[src/rtl/control_step_sequencer_if.sv]
// Datapath control bundle between the step sequencer and the five-stage datapath.
// Inputs to the sequencer: ProcessorEnable, InstrClass, BranchTaken, MFC.
// Outputs from the sequencer: register enables, mux selects, memory strobes,
// ClockCount, OperationFinished and Fault.
// master = sequencer side, slave = datapath side.
interface control_step_sequencer_if;
  logic       ProcessorEnable;
  logic [2:0] InstrClass;
  logic       BranchTaken;
  logic       MFC;

  logic       ROM_Read;
  logic       IR_Enable;
  logic       PC_Enable;
  logic       PC_Select;
  logic       INC_Select;
  logic       RA_Enable;
  logic       RB_Enable;
  logic       B_Select;
  logic       RZ_Enable;
  logic       RM_Enable;
  logic       CCR_Enable;
  logic       MemRequest;
  logic       MEM_Read_H_Write_L;
  logic       RY_Enable;
  logic       RF_WRITE;
  logic [1:0] C_Select;
  logic [1:0] Y_Select;
  logic [2:0] ClockCount;
  logic       OperationFinished;
  logic       Fault;

  modport master (
    input  ProcessorEnable, InstrClass, BranchTaken, MFC,
    output ROM_Read, IR_Enable, PC_Enable, PC_Select, INC_Select,
           RA_Enable, RB_Enable, B_Select, RZ_Enable, RM_Enable, CCR_Enable,
           MemRequest, MEM_Read_H_Write_L, RY_Enable, RF_WRITE,
           C_Select, Y_Select, ClockCount, OperationFinished, Fault
  );

  modport slave (
    output ProcessorEnable, InstrClass, BranchTaken, MFC,
    input  ROM_Read, IR_Enable, PC_Enable, PC_Select, INC_Select,
           RA_Enable, RB_Enable, B_Select, RZ_Enable, RM_Enable, CCR_Enable,
           MemRequest, MEM_Read_H_Write_L, RY_Enable, RF_WRITE,
           C_Select, Y_Select, ClockCount, OperationFinished, Fault
  );
endinterface

[src/rtl/control_step_sequencer.sv]
// Multicycle control-step sequencer (Fetch, Decode, Execute, Memory, Write Back).
// Ports:
//   Clock          - rising-edge clock
//   ProcessorReset - asynchronous active-high reset
//   bus            - control_step_sequencer_if.master (run switch, instruction
//                    class, branch flag, MFC in; datapath controls out)
// Outputs are a Moore decode of the state register, except the LOAD RY_Enable
// and the S4 exit, which follow MFC combinationally.
// Optional: define CSG_MEM_TIMEOUT_EN to halt after TIMEOUT_CYCLES S4 cycles
// without MFC on a memory instruction.
module control_step_sequencer #(
  parameter int unsigned TIMEOUT_CYCLES = 15
) (
  input logic                       Clock,
  input logic                       ProcessorReset,
  control_step_sequencer_if.master  bus
);

  localparam logic [2:0] IDLE = 3'd0;
  localparam logic [2:0] S1   = 3'd1;
  localparam logic [2:0] S2   = 3'd2;
  localparam logic [2:0] S3   = 3'd3;
  localparam logic [2:0] S4   = 3'd4;
  localparam logic [2:0] S5   = 3'd5;
  localparam logic [2:0] HALT = 3'd6;

  localparam logic [2:0] CLS_ALU_REG = 3'd0;
  localparam logic [2:0] CLS_ALU_IMM = 3'd1;
  localparam logic [2:0] CLS_LOAD    = 3'd2;
  localparam logic [2:0] CLS_STORE   = 3'd3;
  localparam logic [2:0] CLS_BRANCH  = 3'd4;
  localparam logic [2:0] CLS_CALL    = 3'd5;
  localparam logic [2:0] CLS_ILLEGAL = 3'd7;

  if (TIMEOUT_CYCLES < 1 || TIMEOUT_CYCLES > 255) begin : g_bad_timeout
    $error("control_step_sequencer: TIMEOUT_CYCLES must be in 1..255");
  end

  logic [2:0] state_q, state_d;
  logic       mem_wait;

`ifdef CSG_MEM_TIMEOUT_EN
  logic [7:0] stall_cnt_q, stall_cnt_d;
`endif

  // State register (and stall counter when the timeout is built in)
  always_ff @(posedge Clock or posedge ProcessorReset) begin
    if (ProcessorReset) begin
      state_q <= IDLE;
`ifdef CSG_MEM_TIMEOUT_EN
      stall_cnt_q <= 8'd0;
`endif
    end else begin
      state_q <= state_d;
`ifdef CSG_MEM_TIMEOUT_EN
      stall_cnt_q <= stall_cnt_d;
`endif
    end
  end

  // Next-state and datapath control decode
  always_comb begin
    state_d                = state_q;
    mem_wait               = 1'b0;
`ifdef CSG_MEM_TIMEOUT_EN
    stall_cnt_d            = stall_cnt_q;
`endif
    bus.ROM_Read           = 1'b0;
    bus.IR_Enable          = 1'b0;
    bus.PC_Enable          = 1'b0;
    bus.PC_Select          = 1'b0;
    bus.INC_Select         = 1'b0;
    bus.RA_Enable          = 1'b0;
    bus.RB_Enable          = 1'b0;
    bus.B_Select           = 1'b0;
    bus.RZ_Enable          = 1'b0;
    bus.RM_Enable          = 1'b0;
    bus.CCR_Enable         = 1'b0;
    bus.MemRequest         = 1'b0;
    bus.MEM_Read_H_Write_L = 1'b0;
    bus.RY_Enable          = 1'b0;
    bus.RF_WRITE           = 1'b0;
    bus.C_Select           = 2'd0;
    bus.Y_Select           = 2'd0;
    bus.OperationFinished  = 1'b0;
    bus.Fault              = 1'b0;
    // Step number equals the state code for S1..S5; IDLE/HALT report 0
    bus.ClockCount         = (state_q <= S5) ? state_q : 3'd0;

    case (state_q)
      IDLE: begin
        if (bus.ProcessorEnable) state_d = S1;
      end

      S1: begin
        bus.ROM_Read  = 1'b1;
        bus.IR_Enable = 1'b1;
        bus.PC_Enable = 1'b1;
        state_d       = S2;
      end

      S2: begin
        bus.RA_Enable = 1'b1;
        bus.RB_Enable = 1'b1;
        state_d       = (bus.InstrClass == CLS_ILLEGAL) ? HALT : S3;
      end

      S3: begin
        bus.RZ_Enable  = 1'b1;
        bus.RM_Enable  = 1'b1;
        bus.B_Select   = (bus.InstrClass == CLS_ALU_IMM) ||
                         (bus.InstrClass == CLS_LOAD) ||
                         (bus.InstrClass == CLS_STORE);
        bus.CCR_Enable = (bus.InstrClass == CLS_ALU_REG) ||
                         (bus.InstrClass == CLS_ALU_IMM);
        if (bus.InstrClass == CLS_BRANCH && bus.BranchTaken) begin
          bus.PC_Enable  = 1'b1;
          bus.INC_Select = 1'b1;
        end
        if (bus.InstrClass == CLS_CALL) begin
          bus.PC_Enable = 1'b1;
          bus.PC_Select = 1'b1;
        end
`ifdef CSG_MEM_TIMEOUT_EN
        stall_cnt_d = 8'd0;
`endif
        state_d = S4;
      end

      S4: begin
        state_d = S5;
        case (bus.InstrClass)
          CLS_ALU_REG, CLS_ALU_IMM: begin
            bus.RY_Enable = 1'b1;
          end
          CLS_LOAD: begin
            bus.MemRequest         = 1'b1;
            bus.MEM_Read_H_Write_L = 1'b1;
            bus.Y_Select           = 2'd1;
            bus.RY_Enable          = bus.MFC;
            mem_wait               = !bus.MFC;
          end
          CLS_STORE: begin
            bus.MemRequest = 1'b1;
            mem_wait       = !bus.MFC;
          end
          CLS_CALL: begin
            bus.RY_Enable = 1'b1;
            bus.Y_Select  = 2'd2;
          end
          default: ;
        endcase
        // Hold in S4 until memory completes
        if (mem_wait) begin
          state_d = S4;
`ifdef CSG_MEM_TIMEOUT_EN
          stall_cnt_d = stall_cnt_q + 8'd1;
          if (stall_cnt_d == 8'(TIMEOUT_CYCLES)) state_d = HALT;
`endif
        end
      end

      S5: begin
        bus.OperationFinished = 1'b1;
        case (bus.InstrClass)
          CLS_ALU_REG: begin
            bus.RF_WRITE = 1'b1;
            bus.C_Select = 2'd0;
          end
          CLS_ALU_IMM, CLS_LOAD: begin
            bus.RF_WRITE = 1'b1;
            bus.C_Select = 2'd1;
          end
          CLS_CALL: begin
            bus.RF_WRITE = 1'b1;
            bus.C_Select = 2'd2;
          end
          default: ;
        endcase
        state_d = bus.ProcessorEnable ? S1 : IDLE;
      end

      HALT: begin
        // Sticky until reset: HALT has no exit arc
        bus.Fault = 1'b1;
      end

      default: state_d = IDLE;
    endcase
  end

endmodule

[src/flat_wrapper.sv]
// flat-port wrapper written by rule: the top's interface ports become plain ports
module control_step_sequencer_flat 
#(
  parameter int unsigned TIMEOUT_CYCLES = 15
)
  (Clock, ProcessorReset, bus_ProcessorEnable, bus_InstrClass, bus_BranchTaken, bus_MFC, bus_ROM_Read, bus_IR_Enable, bus_PC_Enable, bus_PC_Select, bus_INC_Select, bus_RA_Enable, bus_RB_Enable, bus_B_Select, bus_RZ_Enable, bus_RM_Enable, bus_CCR_Enable, bus_MemRequest, bus_MEM_Read_H_Write_L, bus_RY_Enable, bus_RF_WRITE, bus_C_Select, bus_Y_Select, bus_ClockCount, bus_OperationFinished, bus_Fault);
  control_step_sequencer_if bus_i ();
  input logic Clock;
  input logic ProcessorReset;
  input wire logic [$bits(bus_i.ProcessorEnable)-1:0] bus_ProcessorEnable;
  input wire logic [$bits(bus_i.InstrClass)-1:0] bus_InstrClass;
  input wire logic [$bits(bus_i.BranchTaken)-1:0] bus_BranchTaken;
  input wire logic [$bits(bus_i.MFC)-1:0] bus_MFC;
  output wire logic [$bits(bus_i.ROM_Read)-1:0] bus_ROM_Read;
  output wire logic [$bits(bus_i.IR_Enable)-1:0] bus_IR_Enable;
  output wire logic [$bits(bus_i.PC_Enable)-1:0] bus_PC_Enable;
  output wire logic [$bits(bus_i.PC_Select)-1:0] bus_PC_Select;
  output wire logic [$bits(bus_i.INC_Select)-1:0] bus_INC_Select;
  output wire logic [$bits(bus_i.RA_Enable)-1:0] bus_RA_Enable;
  output wire logic [$bits(bus_i.RB_Enable)-1:0] bus_RB_Enable;
  output wire logic [$bits(bus_i.B_Select)-1:0] bus_B_Select;
  output wire logic [$bits(bus_i.RZ_Enable)-1:0] bus_RZ_Enable;
  output wire logic [$bits(bus_i.RM_Enable)-1:0] bus_RM_Enable;
  output wire logic [$bits(bus_i.CCR_Enable)-1:0] bus_CCR_Enable;
  output wire logic [$bits(bus_i.MemRequest)-1:0] bus_MemRequest;
  output wire logic [$bits(bus_i.MEM_Read_H_Write_L)-1:0] bus_MEM_Read_H_Write_L;
  output wire logic [$bits(bus_i.RY_Enable)-1:0] bus_RY_Enable;
  output wire logic [$bits(bus_i.RF_WRITE)-1:0] bus_RF_WRITE;
  output wire logic [$bits(bus_i.C_Select)-1:0] bus_C_Select;
  output wire logic [$bits(bus_i.Y_Select)-1:0] bus_Y_Select;
  output wire logic [$bits(bus_i.ClockCount)-1:0] bus_ClockCount;
  output wire logic [$bits(bus_i.OperationFinished)-1:0] bus_OperationFinished;
  output wire logic [$bits(bus_i.Fault)-1:0] bus_Fault;
  assign bus_i.ProcessorEnable = bus_ProcessorEnable;
  assign bus_i.InstrClass = bus_InstrClass;
  assign bus_i.BranchTaken = bus_BranchTaken;
  assign bus_i.MFC = bus_MFC;
  assign bus_ROM_Read = bus_i.ROM_Read;
  assign bus_IR_Enable = bus_i.IR_Enable;
  assign bus_PC_Enable = bus_i.PC_Enable;
  assign bus_PC_Select = bus_i.PC_Select;
  assign bus_INC_Select = bus_i.INC_Select;
  assign bus_RA_Enable = bus_i.RA_Enable;
  assign bus_RB_Enable = bus_i.RB_Enable;
  assign bus_B_Select = bus_i.B_Select;
  assign bus_RZ_Enable = bus_i.RZ_Enable;
  assign bus_RM_Enable = bus_i.RM_Enable;
  assign bus_CCR_Enable = bus_i.CCR_Enable;
  assign bus_MemRequest = bus_i.MemRequest;
  assign bus_MEM_Read_H_Write_L = bus_i.MEM_Read_H_Write_L;
  assign bus_RY_Enable = bus_i.RY_Enable;
  assign bus_RF_WRITE = bus_i.RF_WRITE;
  assign bus_C_Select = bus_i.C_Select;
  assign bus_Y_Select = bus_i.Y_Select;
  assign bus_ClockCount = bus_i.ClockCount;
  assign bus_OperationFinished = bus_i.OperationFinished;
  assign bus_Fault = bus_i.Fault;
  control_step_sequencer #(.TIMEOUT_CYCLES(TIMEOUT_CYCLES)) u_core (.Clock(Clock), .ProcessorReset(ProcessorReset), .bus(bus_i));
endmodule
[config.mk]
export PLATFORM = sky130hd
export DESIGN_NAME = control_step_sequencer_flat
export DESIGN_NICKNAME = d
export VERILOG_FILES = /design/src/rtl/control_step_sequencer_if.sv /design/src/rtl/control_step_sequencer.sv /design/src/flat_wrapper.sv
export SDC_FILE = /design/constraint.sdc
export NUM_CORES = 1
export LEC_CHECK = 0
export ABC_CLOCK_PERIOD_IN_PS = 1610
export CAP_MARGIN = 20
export CORE_AREA = 2 2 39 41
export DETAILED_ROUTE_END_ITERATION = 7
export DIE_AREA = 0 0 41 43
export PLACE_DENSITY_LB_ADDON = 0.12
export REMOVE_ABC_BUFFERS = 1
export SLEW_MARGIN = 20
export SYNTH_ARGS = -nofsm -noshare
export SYNTH_HDL_FRONTEND = slang
export SYNTH_SLANG_ARGS = --single-unit
[constraint.sdc]
create_clock -name Clock -period 1.61 [get_ports Clock]
set_clock_uncertainty 0.1 [all_clocks]
set_input_delay 0.322 -clock Clock [delete_from_list [all_inputs] [get_ports Clock]]
set_output_delay 0.322 -clock Clock [all_outputs]
set_load 0.02 [all_outputs]
==> flow_summary.toml <==
[outcome]
run_status = "finished, violations left"
failed_checks = "negative setup slack"

[grt]
grt_remaining_overflow = 0
grt_first_pass_wirelength_mm = 2.23
grt_use_met1 = 0.206
grt_start_max_net_pins = 8
gr-max-usage-layer = "met2"
global_route.usage.met3 = 0
grt_util_met2 = 0.322
first_global_vias = 551
grt_use_total = 0.186
antenna_found_initial = 0

[logic_synthesis]
synth_top_family_by_area = "simple AND/OR/NAND/NOR gates"
ys_dominant_reg_cell = "sky130_fd_sc_hd__dfrtp_1"
synth_top_cells_by_area = "sky130_fd_sc_hd__dfrtp_1, sky130_fd_sc_hd__buf_4, sky130_fd_sc_hd__nor2_1"
postSynthCellCount = 56
synth.lib_cells_used.distinct = 27
synthAdderAreaFrac = 0
seq_area_frac_synth = 0.202
synth-seq-cells = 3
synth_enable_flop_cells = 0
mappedNetlistArea_um2 = 372
synth_async_sr_flop_share = 1.00
multiplexer_area_fraction_after_synthesis = 0.0269
synth_most_common_cell = "sky130_fd_sc_hd__nor2_1"
post_synthesis_area_per_instance_um2 = 6.64
synthesis.yosys.warnings = 0
synth-xor-area-share = 0.0236
post_synth_most_frequent_cells = "sky130_fd_sc_hd__nor2_1, sky130_fd_sc_hd__nand2_1, sky130_fd_sc_hd__inv_1"
synth_compound_gate_area_share = 0.138
synth-simple-area-share = 0.404
synth_top_area_frac = 0.202
netlist.top_cell.by_area = "sky130_fd_sc_hd__dfrtp_1"

[finish]
post_synthesis_to_final_layout_area_growth_pct = 169
instances_no_fill = 125
antenna_cells = 0
largest_register_ff_count = 3
num-nets-final = 118
largest-register = "u_core.state_q"
footprint_of_the_flip_flops_and_latches_um2 = 75.1
number_of_fill_cells = 116
final_layout_size_suffix_gt1_frac = 0.688
multi_input_area_um2 = 329
reg.largest.list = "u_core.state_q (3)"

[cts]
clock_insertion_delay_worst_skew_ps = 230
cts_root_buffer = "sky130_fd_sc_hd__clkbuf_4"
cts_sinks = 3
cts_tree = "built"
max-clock-path-buffers = 2
worst_setup_hold_path_clk_slew_ps = 40
htreeDepth = 1
cts_made_buffers = 3

[power]
power_frac_seq = 0.090
vdd_drop_max_v = 0.000940
internal_power_mw = 0.962
leakagePower_nw = 0.504
power-per-cell-area_mw_per_mm2 = 1700
comb_power_share = 0.832
switchingPower_mw = 0.740
p_clk_frac = 0.078
power_switching_share = 0.435

[detailed_routing]
initialDrtViolationCount = 1
route.vias.total = 555
antenna_violating_nets_post_route = 0
drc = 0
first_pass_iters = 2
avgRoutedWirePerCell_um = 11.9
detail_route.vias_per_cell = 4.44
detail_route.wirelength_mm = 1.48

[placed_design]
hpwlAfterDp_um = 977
port_buffers = 31
gp_routability_congestion = 0.724
placedCellCount = 115

[worst_setup_path]
worst_r2r_path_depth = 5
endpoint_kind = "output port"
setup.worst_path.class = "reg2out"
critPathSlowestCell = "sky130_fd_sc_hd__dfrtp_1"
arrival_time_of_the_worst_setup_path_ps = 1340
crit_path_start_kind = "flop"
worstReg2RegStart = "u_core.state_q[0]$_DFFE_PP0P_"
cp_slowest_stage_delay_ps = 410
timing.critical_path.fanout_max = 5
worstReg2RegEnd = "u_core.state_q[0]$_DFFE_PP0P_"
worst_setup_path_startpoint = "u_core.state_q[1]$_DFFE_PP0P_"
timing.reg2reg.setup_slack_ps = -10
cp_cell_sequence = "buf_6 > nand2_4 > inv_4 > nand2_4 > and4b_1 > buf_6"
crit_end = "bus_INC_Select"
cp.required_ps = 1190

[die]
initial_core_util = 0.269
io_pins = 32
dieArea_mm2 = 0.00176
die-width_um = 41
core_area_mm2 = 0.00138
fp-row-count = 14
floorplan.die.height_um = 43

[run]
max_cap_viol_count = 0

[timing]
final_critical_path_setup_slack_ps = -155
final-max-slew-violation-count = 0
timing.max_slew.rel_slack = 0.844
hold_viol = 0
finalSetupViolations = 21
grt_setup_unrepaired = "yes"
setup_tns_ps = -2100
max_freq_ghz = 0.567
worst_pin_slew_ps = 232
finalCriticalPeriod_ps = 1760
tcrit_tclk_final = 1.10

[hold_path]
worst_hold_path_type = "in2async"
==> cells by family (layout without fill, tap and decap cells) <==
logic type             count (synthesis)  after routing
AO/OA/AOI/OAI                          8              8
XOR/XNOR                               1              1
buffers and inverters                 14             67
flip-flops                             3              3
multiplexers                           1              1
AND/OR/NAND/NOR                       29             29
==> worst min-delay path by stage <==
stage,startpoint,to,slack [ps],cells after the start
CTS,ProcessorReset,u_core.state_q[1]$_DFFE_PP0P_,160,2
global route,ProcessorReset,u_core.state_q[0]$_DFFE_PP0P_,160,2
finish,ProcessorReset,u_core.state_q[2]$_DFFE_PP0P_,160,2
floorplan,ProcessorReset,u_core.state_q[0]$_DFFE_PP0P_,-20,1
global placement,ProcessorReset,u_core.state_q[1]$_DFFE_PP0P_,400,2
detailed placement,ProcessorReset,u_core.state_q[2]$_DFFE_PP0P_,400,2
==> layer usage <==
| layer | vias to the layer above | wire, µm | share of wire |
|---|---|---|---|
| li1 | 288 | - | - |
| met1 | 248 | 576 | 0.39 |
| met2 | 17 | 838 | 0.56 |
| met3 | 2 | 60 | 0.040 |
| met4 | 0 | 8 | 0.0054 |
| met5 | - | 0 | 0 |
==> power by group through the flow <==
stage	sequential (mW)	clock, mW	combinational (mW)
after global placement	0.136	0	1.01
after detailed placement	0.135	0	1.02
final	0.153	0.133	1.42
after CTS	0.150	0.142	1.24
after global routing	0.156	0.154	1.49
after floorplan	0.169	0	0.401
==> per-stage QoR <==
step                      setup WS (ps)  hold WS, ps  instance area (µm²)  power [mW]  utilization
final                              -155          160                  998        1.70        0.722
after floorplan                   -1170        -24.4                  318       0.571            -
after detailed placement           -791          403                  798        1.16        0.577
after global placement             -740          395                  798        1.15        0.577
after global routing               -224          160                  998        1.80        0.722
after CTS                          -174          156                  927        1.53        0.670
==> cells in the final DEF (no fill, tap or decap), types with 2 or more instances in the layout <==
cell and instances:
sky130_fd_sc_hd__buf_4 25, sky130_fd_sc_hd__buf_6 23, sky130_fd_sc_hd__nand2_1 4, sky130_fd_sc_hd__nor3_2 4, sky130_fd_sc_hd__nor2_1 4, sky130_fd_sc_hd__clkdlybuf4s50_1 4
sky130_fd_sc_hd__inv_1 3, sky130_fd_sc_hd__nand2_4 3, sky130_fd_sc_hd__nor2_4 3, sky130_fd_sc_hd__clkbuf_4 3, sky130_fd_sc_hd__dfrtp_1 3, sky130_fd_sc_hd__nor2b_4 2
sky130_fd_sc_hd__inv_4 2, sky130_fd_sc_hd__buf_2 2
==> critical path: cells and delay by family, from the launching register on <==
kind / cells / cell delay, ps
buffers and inverters: 3 / 320
AND/OR/NAND/NOR: 3 / 370
flip-flops: 1 / 410
==> layout make-up <==
type | count | area share
inverters | 6 | 0.0276
well taps | 16 | 0.0201
clock buffers | 4 | 0.0263
repair buffers | 57 | 0.521
multi-input cells | 39 | 0.330
flip-flops and latches | 3 | 0.0752
==> timing repair <==
item,in CTS,in global routing
setup buffers,4,2
pin swaps,6,4
endpoints found under the setup margin,25,25
resized for setup,165,20
hold buffers,0,0
gates cloned,0,0
(Power assumes the default switching activity.)
